**config.mk**
```make
export PLATFORM = sky130hd
export DESIGN_NAME = id_ex_stage_flat
export DESIGN_NICKNAME = d
export VERILOG_FILES = /design/src/rtl/id_ex_stage_if.sv /design/src/rtl/id_ex_stage.sv /design/src/flat_wrapper.sv
export SDC_FILE = /design/constraint.sdc
export NUM_CORES = 1
export LEC_CHECK = 0
export CAP_MARGIN = 20
export CORE_MARGIN = 5
export CORE_UTILIZATION = 42
export CTS_BUF_LIST = sky130_fd_sc_hd__clkbuf_8
export DETAILED_ROUTE_END_ITERATION = 7
export PLACE_DENSITY_LB_ADDON = 0.08
export REMOVE_ABC_BUFFERS = 1
export SYNTH_ARGS = -nofsm -noshare
export SYNTH_HDL_FRONTEND = slang
export SYNTH_SLANG_ARGS = --single-unit
export TNS_END_PERCENT = 10
```
**constraint.sdc**
```tcl
create_clock -name clk -period 2.5 [get_ports clk]
set_input_delay 0.375 -clock clk [delete_from_list [all_inputs] [get_ports clk]]
set_output_delay 0.375 -clock clk [all_outputs]
set_load 0.02 [all_outputs]
```
**src/rtl/id_ex_stage_if.sv**
```systemverilog
// ID/EX stage bundle: decoder fields and operands in, registered EX-side fields out.
// The master side is the decode/front-end; the slave side is the pipeline register.
interface id_ex_stage_if #(
    parameter int DW  = 32,
    parameter int RW  = 5,
    parameter int OPW = 3
);
    logic           id_valid;
    logic           id_regDst, id_branch, id_memRead, id_memToReg;
    logic           id_regWrite, id_ALUSrc, id_memWrite, id_sys;
    logic [OPW-1:0] id_ALUop;
    logic [RW-1:0]  id_rs, id_rt, id_rd;
    logic [DW-1:0]  id_rs_data, id_rt_data, id_imm, id_pc4;
    logic           ex_flush;

    logic           stall;
    logic           ex_valid;
    logic           ex_branch, ex_memRead, ex_memToReg, ex_regWrite;
    logic           ex_ALUSrc, ex_memWrite, ex_sys;
    logic [OPW-1:0] ex_ALUop;
    logic [RW-1:0]  ex_rs, ex_rt, ex_wreg;
    logic [DW-1:0]  ex_rs_data, ex_rt_data, ex_imm, ex_pc4;
    logic           halted;

    modport master (
        output id_valid, id_regDst, id_branch, id_memRead, id_memToReg,
               id_regWrite, id_ALUSrc, id_memWrite, id_sys, id_ALUop,
               id_rs, id_rt, id_rd, id_rs_data, id_rt_data, id_imm, id_pc4,
               ex_flush,
        input  stall, ex_valid, ex_branch, ex_memRead, ex_memToReg, ex_regWrite,
               ex_ALUSrc, ex_memWrite, ex_sys, ex_ALUop, ex_rs, ex_rt, ex_wreg,
               ex_rs_data, ex_rt_data, ex_imm, ex_pc4, halted
    );

    modport slave (
        input  id_valid, id_regDst, id_branch, id_memRead, id_memToReg,
               id_regWrite, id_ALUSrc, id_memWrite, id_sys, id_ALUop,
               id_rs, id_rt, id_rd, id_rs_data, id_rt_data, id_imm, id_pc4,
               ex_flush,
        output stall, ex_valid, ex_branch, ex_memRead, ex_memToReg, ex_regWrite,
               ex_ALUSrc, ex_memWrite, ex_sys, ex_ALUop, ex_rs, ex_rt, ex_wreg,
               ex_rs_data, ex_rt_data, ex_imm, ex_pc4, halted
    );
endinterface

```
**src/rtl/id_ex_stage.sv**
```systemverilog
// ID/EX pipeline register for the 5-stage MIPS core: load-use bubbles, branch flush,
// and a permanent front-end freeze once a SYSCALL has been captured into EX.
module id_ex_stage #(
    parameter int DW  = 32,
    parameter int RW  = 5,
    parameter int OPW = 3
) (
    input  logic          clk,
    input  logic          rst_b,
    id_ex_stage_if.slave  bus
);
    typedef enum logic {RUN = 1'b0, HALT = 1'b1} state_t;

    state_t         state_reg, state_next;
    logic           capture, stall_c, load_use, rt_is_source;
    logic [RW-1:0]  wreg_c;

    logic           ex_valid_reg, ex_branch_reg, ex_memRead_reg, ex_memToReg_reg;
    logic           ex_regWrite_reg, ex_ALUSrc_reg, ex_memWrite_reg, ex_sys_reg;
    logic [OPW-1:0] ex_ALUop_reg;
    logic [RW-1:0]  ex_rs_reg, ex_rt_reg, ex_wreg_reg;
    logic [DW-1:0]  ex_rs_data_reg, ex_rt_data_reg, ex_imm_reg, ex_pc4_reg;

    // rt is only a source for R-type, stores and branches; immediate forms overwrite it
    assign rt_is_source = ~bus.id_ALUSrc | bus.id_memWrite | bus.id_branch;
    assign load_use = ex_valid_reg & ex_memRead_reg & (ex_wreg_reg != '0) & bus.id_valid &
                      ((ex_wreg_reg == bus.id_rs) | ((ex_wreg_reg == bus.id_rt) & rt_is_source));

    // SYSCALL and non-writing instructions carry no destination into EX
    assign wreg_c = (bus.id_sys | ~bus.id_regWrite) ? '0 :
                    (bus.id_regDst ? bus.id_rd : bus.id_rt);

    always_ff @(posedge clk or negedge rst_b) begin
        if (!rst_b) state_reg <= RUN;
        else        state_reg <= state_next;
    end

    always_comb begin
        state_next = state_reg;
        capture    = 1'b0;
        stall_c    = 1'b0;
        case (state_reg)
            RUN: begin
                if (!bus.ex_flush) begin
                    if (load_use) begin
                        stall_c = 1'b1;
                    end else if (bus.id_valid) begin
                        capture = 1'b1;
                        if (bus.id_sys) state_next = HALT;
                    end
                end
            end
            HALT:    stall_c = 1'b1;
            default: state_next = RUN;
        endcase
    end

    always_ff @(posedge clk or negedge rst_b) begin
        if (!rst_b) begin
            ex_valid_reg    <= 1'b0;
            ex_branch_reg   <= 1'b0;
            ex_memRead_reg  <= 1'b0;
            ex_memToReg_reg <= 1'b0;
            ex_regWrite_reg <= 1'b0;
            ex_ALUSrc_reg   <= 1'b0;
            ex_memWrite_reg <= 1'b0;
            ex_sys_reg      <= 1'b0;
            ex_ALUop_reg    <= '0;
            ex_wreg_reg     <= '0;
            ex_rs_reg       <= '0;
            ex_rt_reg       <= '0;
            ex_rs_data_reg  <= '0;
            ex_rt_data_reg  <= '0;
            ex_imm_reg      <= '0;
            ex_pc4_reg      <= '0;
        end else if (capture) begin
            // masking with ~id_sys keeps decoder X on SYSCALL out of the EX controls
            ex_valid_reg    <= 1'b1;
            ex_sys_reg      <= bus.id_sys;
            ex_branch_reg   <= bus.id_branch   & ~bus.id_sys;
            ex_memRead_reg  <= bus.id_memRead  & ~bus.id_sys;
            ex_memToReg_reg <= bus.id_memToReg & ~bus.id_sys;
            ex_regWrite_reg <= bus.id_regWrite & ~bus.id_sys;
            ex_ALUSrc_reg   <= bus.id_ALUSrc   & ~bus.id_sys;
            ex_memWrite_reg <= bus.id_memWrite & ~bus.id_sys;
            ex_ALUop_reg    <= bus.id_ALUop    & {OPW{~bus.id_sys}};
            ex_wreg_reg     <= wreg_c;
            ex_rs_reg       <= bus.id_rs;
            ex_rt_reg       <= bus.id_rt;
            ex_rs_data_reg  <= bus.id_rs_data;
            ex_rt_data_reg  <= bus.id_rt_data;
            ex_imm_reg      <= bus.id_imm;
            ex_pc4_reg      <= bus.id_pc4;
        end else begin
            // bubble: controls cleared, operand/index registers keep their last value
            ex_valid_reg    <= 1'b0;
            ex_sys_reg      <= 1'b0;
            ex_branch_reg   <= 1'b0;
            ex_memRead_reg  <= 1'b0;
            ex_memToReg_reg <= 1'b0;
            ex_regWrite_reg <= 1'b0;
            ex_ALUSrc_reg   <= 1'b0;
            ex_memWrite_reg <= 1'b0;
            ex_ALUop_reg    <= '0;
            ex_wreg_reg     <= '0;
        end
    end

    assign bus.stall       = stall_c;
    assign bus.halted      = (state_reg == HALT);
    assign bus.ex_valid    = ex_valid_reg;
    assign bus.ex_branch   = ex_branch_reg;
    assign bus.ex_memRead  = ex_memRead_reg;
    assign bus.ex_memToReg = ex_memToReg_reg;
    assign bus.ex_regWrite = ex_regWrite_reg;
    assign bus.ex_ALUSrc   = ex_ALUSrc_reg;
    assign bus.ex_memWrite = ex_memWrite_reg;
    assign bus.ex_sys      = ex_sys_reg;
    assign bus.ex_ALUop    = ex_ALUop_reg;
    assign bus.ex_rs       = ex_rs_reg;
    assign bus.ex_rt       = ex_rt_reg;
    assign bus.ex_wreg     = ex_wreg_reg;
    assign bus.ex_rs_data  = ex_rs_data_reg;
    assign bus.ex_rt_data  = ex_rt_data_reg;
    assign bus.ex_imm      = ex_imm_reg;
    assign bus.ex_pc4      = ex_pc4_reg;
endmodule

```
**src/flat_wrapper.sv**
```systemverilog
// flat-port wrapper written by rule: the top's interface ports become plain ports
module id_ex_stage_flat 
#(
    parameter int DW  = 32,
    parameter int RW  = 5,
    parameter int OPW = 3
)
  (clk, rst_b, bus_id_valid, bus_id_regDst, bus_id_branch, bus_id_memRead, bus_id_memToReg, bus_id_regWrite, bus_id_ALUSrc, bus_id_memWrite, bus_id_sys, bus_id_ALUop, bus_id_rs, bus_id_rt, bus_id_rd, bus_id_rs_data, bus_id_rt_data, bus_id_imm, bus_id_pc4, bus_ex_flush, bus_stall, bus_ex_valid, bus_ex_branch, bus_ex_memRead, bus_ex_memToReg, bus_ex_regWrite, bus_ex_ALUSrc, bus_ex_memWrite, bus_ex_sys, bus_ex_ALUop, bus_ex_rs, bus_ex_rt, bus_ex_wreg, bus_ex_rs_data, bus_ex_rt_data, bus_ex_imm, bus_ex_pc4, bus_halted);
  id_ex_stage_if #(.DW(DW), .RW(RW), .OPW(OPW)) bus_i ();
  input  logic clk;
  input  logic rst_b;
  input wire logic [$bits(bus_i.id_valid)-1:0] bus_id_valid;
  input wire logic [$bits(bus_i.id_regDst)-1:0] bus_id_regDst;
  input wire logic [$bits(bus_i.id_branch)-1:0] bus_id_branch;
  input wire logic [$bits(bus_i.id_memRead)-1:0] bus_id_memRead;
  input wire logic [$bits(bus_i.id_memToReg)-1:0] bus_id_memToReg;
  input wire logic [$bits(bus_i.id_regWrite)-1:0] bus_id_regWrite;
  input wire logic [$bits(bus_i.id_ALUSrc)-1:0] bus_id_ALUSrc;
  input wire logic [$bits(bus_i.id_memWrite)-1:0] bus_id_memWrite;
  input wire logic [$bits(bus_i.id_sys)-1:0] bus_id_sys;
  input wire logic [$bits(bus_i.id_ALUop)-1:0] bus_id_ALUop;
  input wire logic [$bits(bus_i.id_rs)-1:0] bus_id_rs;
  input wire logic [$bits(bus_i.id_rt)-1:0] bus_id_rt;
  input wire logic [$bits(bus_i.id_rd)-1:0] bus_id_rd;
  input wire logic [$bits(bus_i.id_rs_data)-1:0] bus_id_rs_data;
  input wire logic [$bits(bus_i.id_rt_data)-1:0] bus_id_rt_data;
  input wire logic [$bits(bus_i.id_imm)-1:0] bus_id_imm;
  input wire logic [$bits(bus_i.id_pc4)-1:0] bus_id_pc4;
  input wire logic [$bits(bus_i.ex_flush)-1:0] bus_ex_flush;
  output wire logic [$bits(bus_i.stall)-1:0] bus_stall;
  output wire logic [$bits(bus_i.ex_valid)-1:0] bus_ex_valid;
  output wire logic [$bits(bus_i.ex_branch)-1:0] bus_ex_branch;
  output wire logic [$bits(bus_i.ex_memRead)-1:0] bus_ex_memRead;
  output wire logic [$bits(bus_i.ex_memToReg)-1:0] bus_ex_memToReg;
  output wire logic [$bits(bus_i.ex_regWrite)-1:0] bus_ex_regWrite;
  output wire logic [$bits(bus_i.ex_ALUSrc)-1:0] bus_ex_ALUSrc;
  output wire logic [$bits(bus_i.ex_memWrite)-1:0] bus_ex_memWrite;
  output wire logic [$bits(bus_i.ex_sys)-1:0] bus_ex_sys;
  output wire logic [$bits(bus_i.ex_ALUop)-1:0] bus_ex_ALUop;
  output wire logic [$bits(bus_i.ex_rs)-1:0] bus_ex_rs;
  output wire logic [$bits(bus_i.ex_rt)-1:0] bus_ex_rt;
  output wire logic [$bits(bus_i.ex_wreg)-1:0] bus_ex_wreg;
  output wire logic [$bits(bus_i.ex_rs_data)-1:0] bus_ex_rs_data;
  output wire logic [$bits(bus_i.ex_rt_data)-1:0] bus_ex_rt_data;
  output wire logic [$bits(bus_i.ex_imm)-1:0] bus_ex_imm;
  output wire logic [$bits(bus_i.ex_pc4)-1:0] bus_ex_pc4;
  output wire logic [$bits(bus_i.halted)-1:0] bus_halted;
  assign bus_i.id_valid = bus_id_valid;
  assign bus_i.id_regDst = bus_id_regDst;
  assign bus_i.id_branch = bus_id_branch;
  assign bus_i.id_memRead = bus_id_memRead;
  assign bus_i.id_memToReg = bus_id_memToReg;
  assign bus_i.id_regWrite = bus_id_regWrite;
  assign bus_i.id_ALUSrc = bus_id_ALUSrc;
  assign bus_i.id_memWrite = bus_id_memWrite;
  assign bus_i.id_sys = bus_id_sys;
  assign bus_i.id_ALUop = bus_id_ALUop;
  assign bus_i.id_rs = bus_id_rs;
  assign bus_i.id_rt = bus_id_rt;
  assign bus_i.id_rd = bus_id_rd;
  assign bus_i.id_rs_data = bus_id_rs_data;
  assign bus_i.id_rt_data = bus_id_rt_data;
  assign bus_i.id_imm = bus_id_imm;
  assign bus_i.id_pc4 = bus_id_pc4;
  assign bus_i.ex_flush = bus_ex_flush;
  assign bus_stall = bus_i.stall;
  assign bus_ex_valid = bus_i.ex_valid;
  assign bus_ex_branch = bus_i.ex_branch;
  assign bus_ex_memRead = bus_i.ex_memRead;
  assign bus_ex_memToReg = bus_i.ex_memToReg;
  assign bus_ex_regWrite = bus_i.ex_regWrite;
  assign bus_ex_ALUSrc = bus_i.ex_ALUSrc;
  assign bus_ex_memWrite = bus_i.ex_memWrite;
  assign bus_ex_sys = bus_i.ex_sys;
  assign bus_ex_ALUop = bus_i.ex_ALUop;
  assign bus_ex_rs = bus_i.ex_rs;
  assign bus_ex_rt = bus_i.ex_rt;
  assign bus_ex_wreg = bus_i.ex_wreg;
  assign bus_ex_rs_data = bus_i.ex_rs_data;
  assign bus_ex_rt_data = bus_i.ex_rt_data;
  assign bus_ex_imm = bus_i.ex_imm;
  assign bus_ex_pc4 = bus_i.ex_pc4;
  assign bus_halted = bus_i.halted;
  id_ex_stage #(.DW(DW), .RW(RW), .OPW(OPW)) u_core (.clk(clk), .rst_b(rst_b), .bus(bus_i));
endmodule
```
# [After elaboration in Yosys (flattened, before gate mapping)]
# Cells that the tools add are included.
[op_classes] eq_ne=2 muxes=24 bitwise=20 reduce_logical=1
[op_table] operator="$mux W1" n=19
[op_table] operator="$mux W5" n=3
[op_table] operator="$and A1 B1 Y1" n=11
[op_table] operator="$eq A5 B5 Y1" n=2
[op_table] operator="$reduce_bool A5 Y1" n=1
[op_table] operator="$not A1 Y1" n=4
[op_table] operator="$or A1 B1 Y1" n=4
[op_table] operator="$and A3 B3 Y3" n=1
[op_table] operator="$mux W3" n=1
[op_table] operator="$pmux W1 S2" n=1
[word_totals] ff_bits=155 in_bits=158 output_inout_bits=156 elab_cells=64

# [Longest topological paths before layout]
# Gate-level depths: netlist of the first run.
[logic_depth] word_depth=10 depth_mapped=8 mapped_depth_nobuf=6

# [Worst setup path before layout of the first run]
# Ideal clock, no wire load.
[synth_timing] path_kind="flip-flop to output port" start="reg u_core.ex_wreg_reg[0], in the netlist u_core.bus.ex_wreg[0]" end="out bus_stall" arrival_time_ns=1.582 setup_slack_ns=0.543 path_stages_with_launch=5 path_buffers=0 path_cell_list="dfrtp_1 > xnor2_1 > nand4_1 > o22a_1 > o31ai_1"
[synth_via] elab_chain_len=7 word_cells_on_any_way=11
[synth_lines] item="start: declaration" line="id_ex_stage.sv:21" source="logic [RW-1:0] ex_rs_reg, ex_rt_reg, ex_wreg_reg;"
[synth_lines] item="start signal: assignment" line="id_ex_stage.sv:87" source="ex_wreg_reg <= wreg_c;"
[synth_lines] item="$eq A5 B5 Y1 / $reduce_bool A5 Y1 (equally long branches)" line="id_ex_stage.sv:27, id_ex_stage.sv:26"
[synth_lines] item="$and A1 B1 Y1, on equally long branches" line="id_ex_stage.sv:27, id_ex_stage.sv:26"
[synth_lines] item="$or A1 B1 Y1 / $and A1 B1 Y1 (equally long branches)" line="id_ex_stage.sv:27, id_ex_stage.sv:26"
[synth_lines] item="$and A1 B1 Y1 *" line="id_ex_stage.sv:26" source="assign load_use = ex_valid_reg & ex_memRead_reg & (ex_wreg_reg != '0) & bus.id_valid &"
[synth_lines] item="$mux W1 *" line="id_ex_stage.sv:45" source="if (load_use) begin"
[synth_lines] item="$mux W1 *" line="id_ex_stage.sv:44" source="if (!bus.ex_flush) begin"
[synth_lines] item="$pmux W1 S2 *" line="id_ex_stage.sv:42" source="case (state_reg)"
[synth_lines] item="end: declaration" line="flat_wrapper.sv:30" source="output wire logic [$bits(bus_i.stall)-1:0] bus_stall;"
# Mark *: on every way between the ends. The rest lies on a longest branch, timed or not.

# [Worst setup path in the final report of the first run]
# Same ends and word-level chain as after synthesis.

==> results.toml, run 1 <==
[status]
status = "completed"

[layout]
multi_input_area_sq_um = 2340
fillers = 1113
final_cell_count_no_fill = 893
regArea_sq_um = 3880
syn_to_final_growth_pct = 58.8
nets = 849
layout-drive-gt1-share = 0.257

[logic_synthesis]
ys_seq_area_frac = 0.605
syn_area_sq_um = 6410
synth_seq_cells = 155
synth_top_area_share = 0.605
synthTopCellsByArea = "dfrtp_1 61%, mux2_4 28%, mux2_2 3.0%, buf_6 2.5%, xnor2_1 1.4%"
yosys.area.top_type = "dfrtp_1"
synthCells = 363
postSynth.asyncResetShare = 1.00
synth_most_common_cell = "dfrtp_1"
avgSynthCellArea_sq_um = 17.7
synth.distinct_cells = 27
synthFlopType = "dfrtp_1"
synth_warnings = 0
synth-edff-count = 0
ys_top_cells_by_count = "155 x dfrtp_1, 121 x mux2_4, 17 x mux2_2"

[die]
dieWidth_um = 134
std_cell_rows = 45
io_pins = 314
die_h_um = 134
start_util = 0.425
core_region_area_sq_um = 15100
die_area_sq_um = 17800

[sta]
hold_ws_ps = 381
period_needed_ps = 2300
slew_viol_final = 0
max_freq_mhz = 435
final-setup-viol-count = 0
rsz0062_at_grt = "false"
hold_viol = 0
max-slew-margin-rel = 0.742
setup_ws_ps = 203
timing.final.crit_share = 0.919
worstMarginPinSlew_ps = 387
finClkSkew_ps = 14.3

[routing]
wl_met3_um = 2020
drt_first_pass_iters = 5
viasPerCell = 4.70
drt_iter0_drc = 155
routed_wl_um = 17600
num_vias = 4199
drcViolationCount = 0
wl_per_cell_um = 19.7
top_layer = "met4"
ant_nets = 0
met1_length_um = 6770
wl_met2_um = 8560

[global_routing]
overflow = 0
grt_pass1_vias = 4688
antenna_found_initial = 1
grt_start_max_net_pins = 71
grt_usage = 0.199
grt_pass1_wl_um = 27100

[clock_network]
cts_buffers = 17
clk_pin_slew_worst_paths_ps = 80
cts.path.max_buffers = 2
clock-root-buffer = "clkbuf_8"
cts.sinks = 155
insertion_delay_ps = 450
htree_num_levels = 4
cts_tree = "done"

[worst_setup_path]
start_kind = "register"
path_class = "reg -> out"
critPathBufInv = 1
required_ps = 2120
cp_max_fo = 4
crit_slowest_cell = "dfrtp_1"
arrival_ps = 1920
cp_cell_sequence = "xnor2_1, nand4_1, o22a_1, o31ai_1, buf_2"
critPathMaxStageDelay_ps = 440
end_kind = "output pin"
critical_path.top_delay_family = "compound AO/OA/AOI/OAI gates"

[placed_design]
port_buffers = 313
post-dp-hpwl_um = 13300
gp_congestion = 0.775
numPlacedInstances = 859
preCtsSetupSlack_ps = -221

[pwr]
vdd_ir_drop_max_mv = 0.545
power_frac_comb = 0.406
p_int_w = 0.00647
switching_share = 0.306
power_frac_seq = 0.387
p_sw_w = 0.00285
clkPwrFrac = 0.207
powerDensity_nw_per_um2 = 915
leakage_nw = 4.45

[worst_hold_path]
worst_hold_path_type = "in -> async"

[job]
cap_viol_max_count = 0
==> cells in the final DEF (no fill, tap or decap), types with 2 or more instances in the layout <==
cell / instances
and3_1: 8
buf_12: 5
buf_4: 7
bufinv_16: 3
clkbuf_8: 20
clkdlybuf4s50_1: 311
clkinv_2: 3
dfrtp_1: 155
inv_1: 8
mux2_2: 17
mux2_4: 121
mux2i_1: 5
nand2_1: 2
nand2b_1: 2
nand3_1: 2
nand4_1: 2
nor2_1: 7
xnor2_1: 10
==> per-stage QoR <==
step,TNS [ps],cell area (sq um),util,power (W)
after floorplan,-176630,6240,-,0.00543
after global placement,-4090,9760,0.647,0.00741
after detailed placement,-8910,9760,0.647,0.00746
after CTS,0,10200,0.675,0.00944
after global routing,0,10200,0.675,0.00975
final,0,10200,0.675,0.00932
==> cell type report <==
| cell class | instances | area share |
|---|---|---|
| flip-flops and latches | 155 | 0.381 |
| repair buffers | 326 | 0.323 |
| multi-input cells | 187 | 0.230 |
| clock buffers | 20 | 0.0270 |
| well taps | 188 | 0.0231 |
| clock inverters | 12 | 0.0129 |
| inverters | 4 | 0.00197 |
| diodes | 1 | 0.000246 |
==> power by group through the flow <==
stage	Combinational (W)	Sequential (W)	Clock, W
after floorplan	0.000944	0.00449	0
after global placement	0.00379	0.00362	0
after detailed placement	0.00382	0.00364	0
after CTS	0.00383	0.00362	0.00199
after global routing	0.00395	0.00371	0.00210
final	0.00378	0.00361	0.00193
==> path summary, 6_finish.rpt <==
path / startpoint / end / slack (ps) / cells after the start
setup / recovery: u_core.bus.ex_wreg[0]$_DFF_PN0_ / bus_stall / 200 / 5
hold / removal: rst_b / u_core.bus.ex_rs_data[21]$_DFFE_PN0P_ / 380 / 2
setup reg to reg: u_core.bus.ex_wreg[0]$_DFF_PN0_ / u_core.bus.ex_rs_data[27]$_DFFE_PN0P_ / 300 / 8
hold reg to reg: u_core.bus.ex_imm[26]$_DFFE_PN0P_ / u_core.bus.ex_imm[26]$_DFFE_PN0P_ / 510 / 1
max in group asynchronous: rst_b / u_core.bus.ex_rs_data[16]$_DFFE_PN0P_ / 1400 / 3
min in group clk: bus_id_memRead / u_core.bus.ex_memRead$_DFF_PN0_ / 510 / 2
==> per-layer routing <==
layer / global-route usage / vias up
met1: 0.224 / 2064
met2: 0.327 / 199
met3: 0.106 / 15
li1: - / 1921
met5: 0 / -
met4: 0.0629 / 0
==> logic make-up (layout without fill, tap and decap cells) <==
kind of cell,after synthesis,in the layout,share of synthesized area
compound gates,8,8,0.00898
xor+xnor,10,10,0.0137
simple gates,26,26,0.0219
buf+inv,21,362,0.0291
other cells,0,1,0
mux,143,143,0.321
flops,155,155,0.605
==> timing repair <==
| item | CTS | global route |
|---|---|---|
| hold buffers | 1 | 0 |
| setup buffers | 0 | 0 |
| resized for setup | 4 | 1 |
| hold endpoints to repair | 34 | 0 |
| endpoints found under the setup margin | 1 | 1 |
No activity file was read; power rests on OpenSTA's default activity.
==> run 2, diff against run 1 <==
--- a/config.mk
+++ b/config.mk
@@ -7,7 +7,7 @@
 export LEC_CHECK = 0
 export CAP_MARGIN = 20
 export CORE_MARGIN = 5
-export CORE_UTILIZATION = 42
+export CORE_UTILIZATION = 25
 export CTS_BUF_LIST = sky130_fd_sc_hd__clkbuf_8
 export DETAILED_ROUTE_END_ITERATION = 7
 export PLACE_DENSITY_LB_ADDON = 0.08
==> run 2 against run 1 <==
Compared with the run above: flip-flop and latch count unchanged; combinational power about the same; clock power increased by 9%; largest power group unchanged.
==> results.toml, run 2 (same netlist as run 1, synthesis figures left out) <==
[worst_setup_path]
start_kind = "register"
cp_cell_sequence = "xnor2_1, nand4_1, o22a_1, o31ai_2, buf_4"
arrival_ps = 1930
required_ps = 2120
end_kind = "output pin"
critPathBufInv = 1
crit_slowest_cell = "dfrtp_1"
path_class = "reg -> out"
cp_max_fo = 4
critical_path.top_delay_family = "compound AO/OA/AOI/OAI gates"
critPathMaxStageDelay_ps = 470

[placed_design]
port_buffers = 313
preCtsSetupSlack_ps = -289
post-dp-hpwl_um = 13900
gp_congestion = 0.774

[global_routing]
antenna_found_initial = 0
grt_pass1_wl_um = 28700
grt_start_max_net_pins = 57
overflow = 0
grt_pass1_vias = 4802
grt_usage = 0.128

[layout]
syn_to_final_growth_pct = 61.7
nets = 849
layout_common_cells = "311 x clkdlybuf4s50_1, 155 x dfrtp_1, 121 x mux2_4, 17 x mux2_2, 17 x clkbuf_8"
layout_commonest_cell = "clkdlybuf4s50_1"
regArea_sq_um = 3880
fillers = 2345
n_antenna_cell = 0
layout-drive-gt1-share = 0.261
multi_input_area_sq_um = 2350

[routing]
drt_iter0_drc = 163
num_vias = 4200
viasPerCell = 4.06
wl_per_cell_um = 18.0
ant_nets = 0
drt_first_pass_iters = 4
routed_wl_um = 18700
drcViolationCount = 0

[die]
core_region_area_sq_um = 25200
io_pins = 314
start_util = 0.254
std_cell_rows = 58
die_area_sq_um = 28900
die_h_um = 170
dieWidth_um = 170

[clock_network]
cts.path.max_buffers = 2
clk_pin_slew_worst_paths_ps = 100
cts_buffers = 17
htree_num_levels = 4
cts.sinks = 155
clock-root-buffer = "clkbuf_8"
cts_tree = "done"
insertion_delay_ps = 440

[sta]
slew_viol_final = 0
final-setup-viol-count = 0
rsz0062_at_grt = "false"
hold_viol = 0
max-slew-margin-rel = 0.654
setup_ws_ps = 195
period_needed_ps = 2310
finClkSkew_ps = 16.3
timing.final.crit_share = 0.922
max_freq_mhz = 434
worstMarginPinSlew_ps = 519

[pwr]
total_power_w = 0.00948
leakage_nw = 4.43
powerDensity_nw_per_um2 = 915
vdd_ir_drop_max_mv = 0.364

[worst_hold_path]
worst_hold_path_type = "in -> async"

[status]
status = "completed"

[job]
cap_viol_max_count = 0
[run 2: cell count changes in the layout (fill, tap and decap cells not counted), sizes merged]
cell / before / now
clkinv: 3 / 1
inv: 9 / 10
diode: 1 / 0
bufinv: 3 / 4
clkbuf: 20 / 17
clkinvlp: 1 / 4
[run 2: final cells by class]
| cell class | instances | area share |
|---|---|---|
| Clock inverter | 15 | 0.0192 |
| Multi-Input combinational cell | 187 | 0.227 |
| Tap cell | 330 | 0.0398 |
| Sequential cell | 155 | 0.374 |
| Timing Repair Buffer | 326 | 0.316 |
| Clock buffer | 17 | 0.0226 |
| Inverter | 4 | 0.00193 |
[run 2: power breakdown]
part           switching (W)  internal (W)
clock                0.00101       0.00109
combinational        0.00157       0.00222
sequential          0.000387       0.00321
total                0.00297       0.00652
[run 2: per-layer routing]
metal | GRT usage | vias to the layer above | part of all wire
met5 | 0 | - | 0
met4 | 0.0271 | 0 | 0.0080
met3 | 0.0599 | 12 | 0.11
met2 | 0.202 | 201 | 0.46
met1 | 0.162 | 2067 | 0.42
li1 | - | 1920 | -
[run 2: what timing repair did]
item | CTS | global route
hold endpoints to repair | 47 | 0
buffers inserted | 0 | 0
hold buffers | 1 | 0
gates cloned | 0 | 0
gates resized for setup | 6 | 1
setup endpoints to repair | 1 | 1
[run 2: final timing paths]
check	start	to	slack (ps)	cells past startpoint
setup / recovery	u_core.bus.ex_wreg[1]$_DFF_PN0_	bus_stall	190	5
setup reg to reg	u_core.bus.ex_wreg[1]$_DFF_PN0_	u_core.bus.ex_pc4[10]$_DFFE_PN0P_	200	8
min in group clk	u_core.bus.ex_rs_data[10]$_DFFE_PN0P_	u_core.bus.ex_rs_data[10]$_DFFE_PN0P_	510	1
hold reg to reg	u_core.bus.ex_rs_data[10]$_DFFE_PN0P_	u_core.bus.ex_rs_data[10]$_DFFE_PN0P_	510	1
max in group asynchronous	rst_b	u_core.bus.ex_imm[0]$_DFFE_PN0P_	1210	3
hold / removal	rst_b	u_core.bus.ex_rt_data[20]$_DFFE_PN0P_	420	2
[run 2: stage by stage]
step                      utilization  TNS (ps)  hold slack (ps)  std cells  area, sq um
after floorplan                     -   -176630             79.4        346         6240
after global placement          0.394    -17890              348       1001         9920
after detailed placement        0.394    -20110              354       1001         9920
after CTS                       0.411         0              409       1034        10400
after global routing            0.412         0              436       1034        10400
final                           0.412         0              420       1034        10400
